## src/rtl/img_seq_pkg.sv

```systemverilog
// img_seq_pkg: shared state encoding, pixel width and address-width helper for the frame sequencer.
package img_seq_pkg;
  typedef enum logic [2:0] {IDLE, VPRE, HBLANK, ACTIVE, VPOST} state_t;
  localparam int PIX_W = 8;
  function automatic int addr_w(input int h, input int v);
    return (h * v > 1) ? $clog2(h * v) : 1;
  endfunction
endpackage

```

## src/rtl/img_frame_sequencer.sv

```systemverilog
// img_frame_sequencer: streams one frame from a 1-cycle-latency frame buffer into the mean filter
// with programmable vertical/horizontal blanking, per start command.
module img_frame_sequencer
  import img_seq_pkg::*;
#(
  parameter int IMG_HDISP = 640,
  parameter int IMG_VDISP = 480,
  parameter int V_PRE     = 5,
  parameter int H_BLANK   = 5,
  parameter int V_POST    = 1,
  parameter int ADDR_W    = addr_w(IMG_HDISP, IMG_VDISP)
) (
  input  logic              clk,
  input  logic              rst,
  input  logic              start,
  input  logic              abort,
  output logic              mem_rd_en,
  output logic [ADDR_W-1:0] mem_rd_addr,
  input  logic [PIX_W-1:0]  mem_rd_data,
  output logic              per_img_vsync,
  output logic              per_img_href,
  output logic [PIX_W-1:0]  per_img_gray,
  output logic              busy,
  output logic              frame_done
);
  localparam int PMAX = (V_PRE > H_BLANK) ? ((V_PRE > V_POST) ? V_PRE : V_POST)
                                          : ((H_BLANK > V_POST) ? H_BLANK : V_POST);
  localparam int CW  = (PMAX > 1) ? $clog2(PMAX) : 1;
  localparam int CXW = (IMG_HDISP > 1) ? $clog2(IMG_HDISP) : 1;
  localparam int RW  = (IMG_VDISP > 1) ? $clog2(IMG_VDISP) : 1;
  localparam state_t AFTER_VPRE = (H_BLANK > 0) ? HBLANK : ACTIVE;
  localparam state_t AFTER_LAST = (V_POST > 0) ? VPOST : IDLE;
  localparam state_t AFTER_IDLE = (V_PRE > 0) ? VPRE : AFTER_VPRE;

  state_t           state;
  logic [CW-1:0]    cnt;
  logic [CXW-1:0]   col;
  logic [RW-1:0]    row;
  logic [ADDR_W-1:0] addr;
  logic [PIX_W-1:0] gray_q;
  logic             vsync_i, href_i, last_col, last_row;

  // abort gates the strobes combinationally so no read is issued in the abort cycle
  assign vsync_i     = (state != IDLE) && !abort;
  assign href_i      = (state == ACTIVE) && !abort;
  assign mem_rd_en   = href_i;
  assign mem_rd_addr = addr;
  assign last_col    = col == CXW'(IMG_HDISP - 1);
  assign last_row    = row == RW'(IMG_VDISP - 1);
  // the RAM output is already the registered pixel aligned with per_img_href; gray_q holds it between rows
  assign per_img_gray = per_img_href ? mem_rd_data : gray_q;
  assign busy         = (state != IDLE) || per_img_vsync || frame_done;

  always_ff @(posedge clk or posedge rst) begin
    if (rst) begin
      state         <= IDLE;
      cnt           <= '0;
      col           <= '0;
      row           <= '0;
      addr          <= '0;
      gray_q        <= '0;
      per_img_vsync <= 1'b0;
      per_img_href  <= 1'b0;
      frame_done    <= 1'b0;
    end else begin
      per_img_vsync <= vsync_i;
      per_img_href  <= href_i;
      frame_done    <= per_img_vsync && !vsync_i;
      if (per_img_href) gray_q <= mem_rd_data;
      if (state != IDLE && abort) begin
        state <= IDLE;
        cnt   <= '0;
      end else begin
        case (state)
          IDLE: if (start) begin
            state <= AFTER_IDLE;
            cnt   <= '0;
            col   <= '0;
            row   <= '0;
            addr  <= '0;
          end
          VPRE: begin
            cnt   <= (cnt == CW'(V_PRE - 1)) ? '0 : cnt + 1'b1;
            state <= (cnt == CW'(V_PRE - 1)) ? AFTER_VPRE : VPRE;
          end
          HBLANK: begin
            cnt   <= (cnt == CW'(H_BLANK - 1)) ? '0 : cnt + 1'b1;
            state <= (cnt == CW'(H_BLANK - 1)) ? ACTIVE : HBLANK;
          end
          ACTIVE: begin
            col   <= last_col ? '0 : col + 1'b1;
            row   <= (last_col && !last_row) ? row + 1'b1 : row;
            addr  <= (last_col && last_row) ? addr : addr + 1'b1;
            state <= !last_col ? ACTIVE : last_row ? AFTER_LAST : AFTER_VPRE;
          end
          VPOST: begin
            cnt   <= (cnt == CW'(V_POST - 1)) ? '0 : cnt + 1'b1;
            state <= (cnt == CW'(V_POST - 1)) ? IDLE : VPOST;
          end
          default: state <= IDLE;
        endcase
      end
    end
  end
endmodule

```

## config.mk

```make
export PLATFORM = sky130hd
export DESIGN_NAME = img_frame_sequencer
export DESIGN_NICKNAME = d
export VERILOG_FILES = /design/src/rtl/img_seq_pkg.sv /design/src/rtl/img_frame_sequencer.sv
export SDC_FILE = /design/constraint.sdc
export NUM_CORES = 1
export LEC_CHECK = 0
export BUFFER_PORTS_ARGS = -buffer_cell sky130_fd_sc_hd__buf_2
export CORE_MARGIN = 2
export CORE_UTILIZATION = 30
export CTS_CLUSTER_DIAMETER = 40
export DETAILED_ROUTE_END_ITERATION = 6
export PLACE_DENSITY_LB_ADDON = 0.2
export SYNTH_ARGS = -nofsm -noshare
export SYNTH_HDL_FRONTEND = slang
export SYNTH_SLANG_ARGS = --single-unit
```

## constraint.sdc

```tcl
create_clock -name clk -period 2.13 [get_ports clk]
set_clock_uncertainty 0.05 [all_clocks]
set_input_delay 0 -clock clk [delete_from_list [all_inputs] [get_ports clk]]
set_output_delay 0 -clock clk [all_outputs]
set_load 0.05 [all_outputs]
```

==> reports/metrics.cfg <==
[run_status]
outcome = finished clean

[global_route]
overflow = 0
grt_max_degree = 29
grt_pass1_vias = 2370
grt_pass1_wl_um = 11660
track_usage_pct = 14.03
antenna_found_initial = 0

[clock_network]
root_buffer = clkbuf_8
cts_buffers = 5
clkTransAtPathRegs_ns = 0.11
cts_tree = done
cts_sinks = 55
cts.htree.levels = 2
clockBufferDepth = 2
insertion_delay_ns = 0.32

[floorplan]
initial_utilization_pct = 31.09
die_w_um = 102.1
dieArea_um2 = 10420
die_h_um = 102.1
core_area_um2 = 9284
io_pins = 44
num_rows = 35

[route]
drt_iter0_markers = 83
routed_via_density = 5.098
ant_nets = 0
wl_per_cell_um = 13.93
wl_um = 7134
firstDrtPassIters = 4
drc_errors = 0
num_vias = 2610

[synth]
synthTopCellsByCount = dfrtp_1 (55), o21ai_0 (43), nand2_1 (36), nor2_1 (22), nand3_1 (18)
synth_area_leaders = dfrtp_1 (48%), o21ai_0 (7.5%), nand2_1 (4.7%), mux2_2 (3.5%), nand3_1 (3.1%)
synth_cells = 314
yosys.area.top_type_share_pct = 47.68
synth-seq-cells = 55
yosysWarnings = 0
synth_top_flop_cell = dfrtp_1
async_flop_share_pct = 100.0
netlist.top_cell.by_area = dfrtp_1
synth_nets = 331
syn_area_um2 = 2887
yosysMostFrequentCell = dfrtp_1
avgSynthCellArea_um2 = 9.193
synth_enable_flop_cells = 0
ys_seq_area_share_pct = 47.68
synth.distinct_cells = 51

[setup_path]
cp.required_ns = 2.27
arrival_ns = 2.07
critical_path.cell_chain = ha_1 > and4_1 > and2_2 > a31o_4 > o21ai_0 > o21ai_0
cp-end-kind = register
cp_common_cell = o21ai_0
worstPathMaxFanout = 14
crit_slowest_cell = dfrtp_1
cp_slowest_stage_delay_ns = 0.44
crit_path_start_kind = register
crit_type = register to register

[layout]
layout.nets = 399
multi_input_area_um2 = 1445
antennaDiodeCount = 0
area.sequential_um2 = 1379
final_util_pct = 38.80
syn2layout_area_growth_pct = 24.79
layout-drive-gt1-share_pct = 24.80
fill_cells = 974

[pwr]
powerDensity_nw_per_um2 = 832.4
irDropWorstVdd_v = 0.0003788
power.leakage_nw = 1.680

[sta]
grt_setup_unrepaired = no
slew_headroom_pct = 56.16
fmax_mhz = 516.3
fin_hold_ws_ns = 0.05517
finalCriticalPeriod_ns = 1.937
maxSlewViolCount = 0
tns_ns = 0
finalSetupViolCount = 0
hold_viol = 0
tightest_slew_ns = 0.6566
fin_crit_sh_pct = 90.93

[hold_path]
hold_path.class = input pin to register

[placement]
dp_hpwl_um = 5075
portBuffers = 43
gp_congestion = 0.7877

[job]
cap_violations = 0

## cell type report
| type | instances | area share, % |
|---|---|---|
| multi-input cells | 237 | 40.12 |
| flip-flops and latches | 55 | 38.28 |
| repair buffers | 73 | 13.27 |
| well taps | 129 | 4.481 |
| clock buffers | 5 | 1.910 |
| inverters | 10 | 1.181 |
| clock inverters | 3 | 0.7642 |
## power by group
group / total [mW] / switching, mW / internal (mW)
Sequential: 1.25 / 0.0935 / 1.16
Combinational: 1.12 / 0.766 / 0.357
Clock: 0.623 / 0.381 / 0.243
## state kept, by name, indices dropped and copies added, names as in the netlist
name / flops
mem_rd_addr: 19
col: 10
cnt: 3
row: 9
state: 3
gray_q: 8
per_img_vsync: 1
per_img_href: 1
frame_done: 1
## worst max-delay path: cells and delay by family, from the launching register on
kind | cells | cell delay, ns
simple gates | 2 | 0.48
fa+ha+maj | 1 | 0.25
flops | 1 | 0.44
compound gates | 3 | 0.59
## logic make-up after synthesis
kind of cell             synth area share [%]
AND/OR/NAND/NOR                         21.80
multiplexers                            3.511
AO/OA/AOI/OAI                           20.42
flip-flops                              47.68
XOR/XNOR                               0.9104
buffers and inverters                   3.511
adder cells (fa/ha/maj)                 2.167
## metrics by stage
step	cells	power, mW	worst slack [ns]	instance area (um2)
finish	512	2.998	0.1932	3602
global route	512	3.190	0.008039	3602
CTS	512	3.024	0.06645	3566
detailed placement	494	2.379	0.09818	3369
global placement	494	2.361	0.1335	3369
floorplan	314	2.094	0.05860	2889
## metal layers
layer  part of all wire, %  global-route usage, %
met3                   4.4                  2.599
met5                     0                      0
met2                    46                  22.67
met4                   1.2                  3.487
met1                    49                  19.52
## worst paths after layout
path	endpoint	start	cells past startpoint	slack (ns)
hold / removal	cnt[0]	start	4	0.06
setup reg to reg	mem_rd_addr[8]	row[0]	6	0.19
min in group asynchronous	mem_rd_addr[18]	rst	3	0.27
max in group asynchronous	mem_rd_addr[9]	rst	4	1.18
hold reg to reg	row[8]	row[8]	1	0.44
setup / recovery	mem_rd_addr[8]	row[0]	6	0.19
## what timing repair did
| item | in CTS | in global routing |
|---|---|---|
| hold endpoints to repair | 36 | 0 |
| setup endpoints to repair | 0 | 9 |
| gates resized for setup | 0 | 7 |
| hold buffers | 10 | 0 |
| buffers inserted | 0 | 0 |
## layout by cell type, fill, tap and decap left out, types with 6 or more instances in the layout
master and instances:
buf_2 43, inv_1 8, dlygate4sd3_1 10, nor2_1 22
o31ai_1 8, a21o_1 6, mux2_2 9, dfrtp_1 53
nand3_1 17, o21ai_0 43, nand2_1 36, a21oi_1 16
buf_4 19
Note: power is estimated with default switching activity, not from simulation.
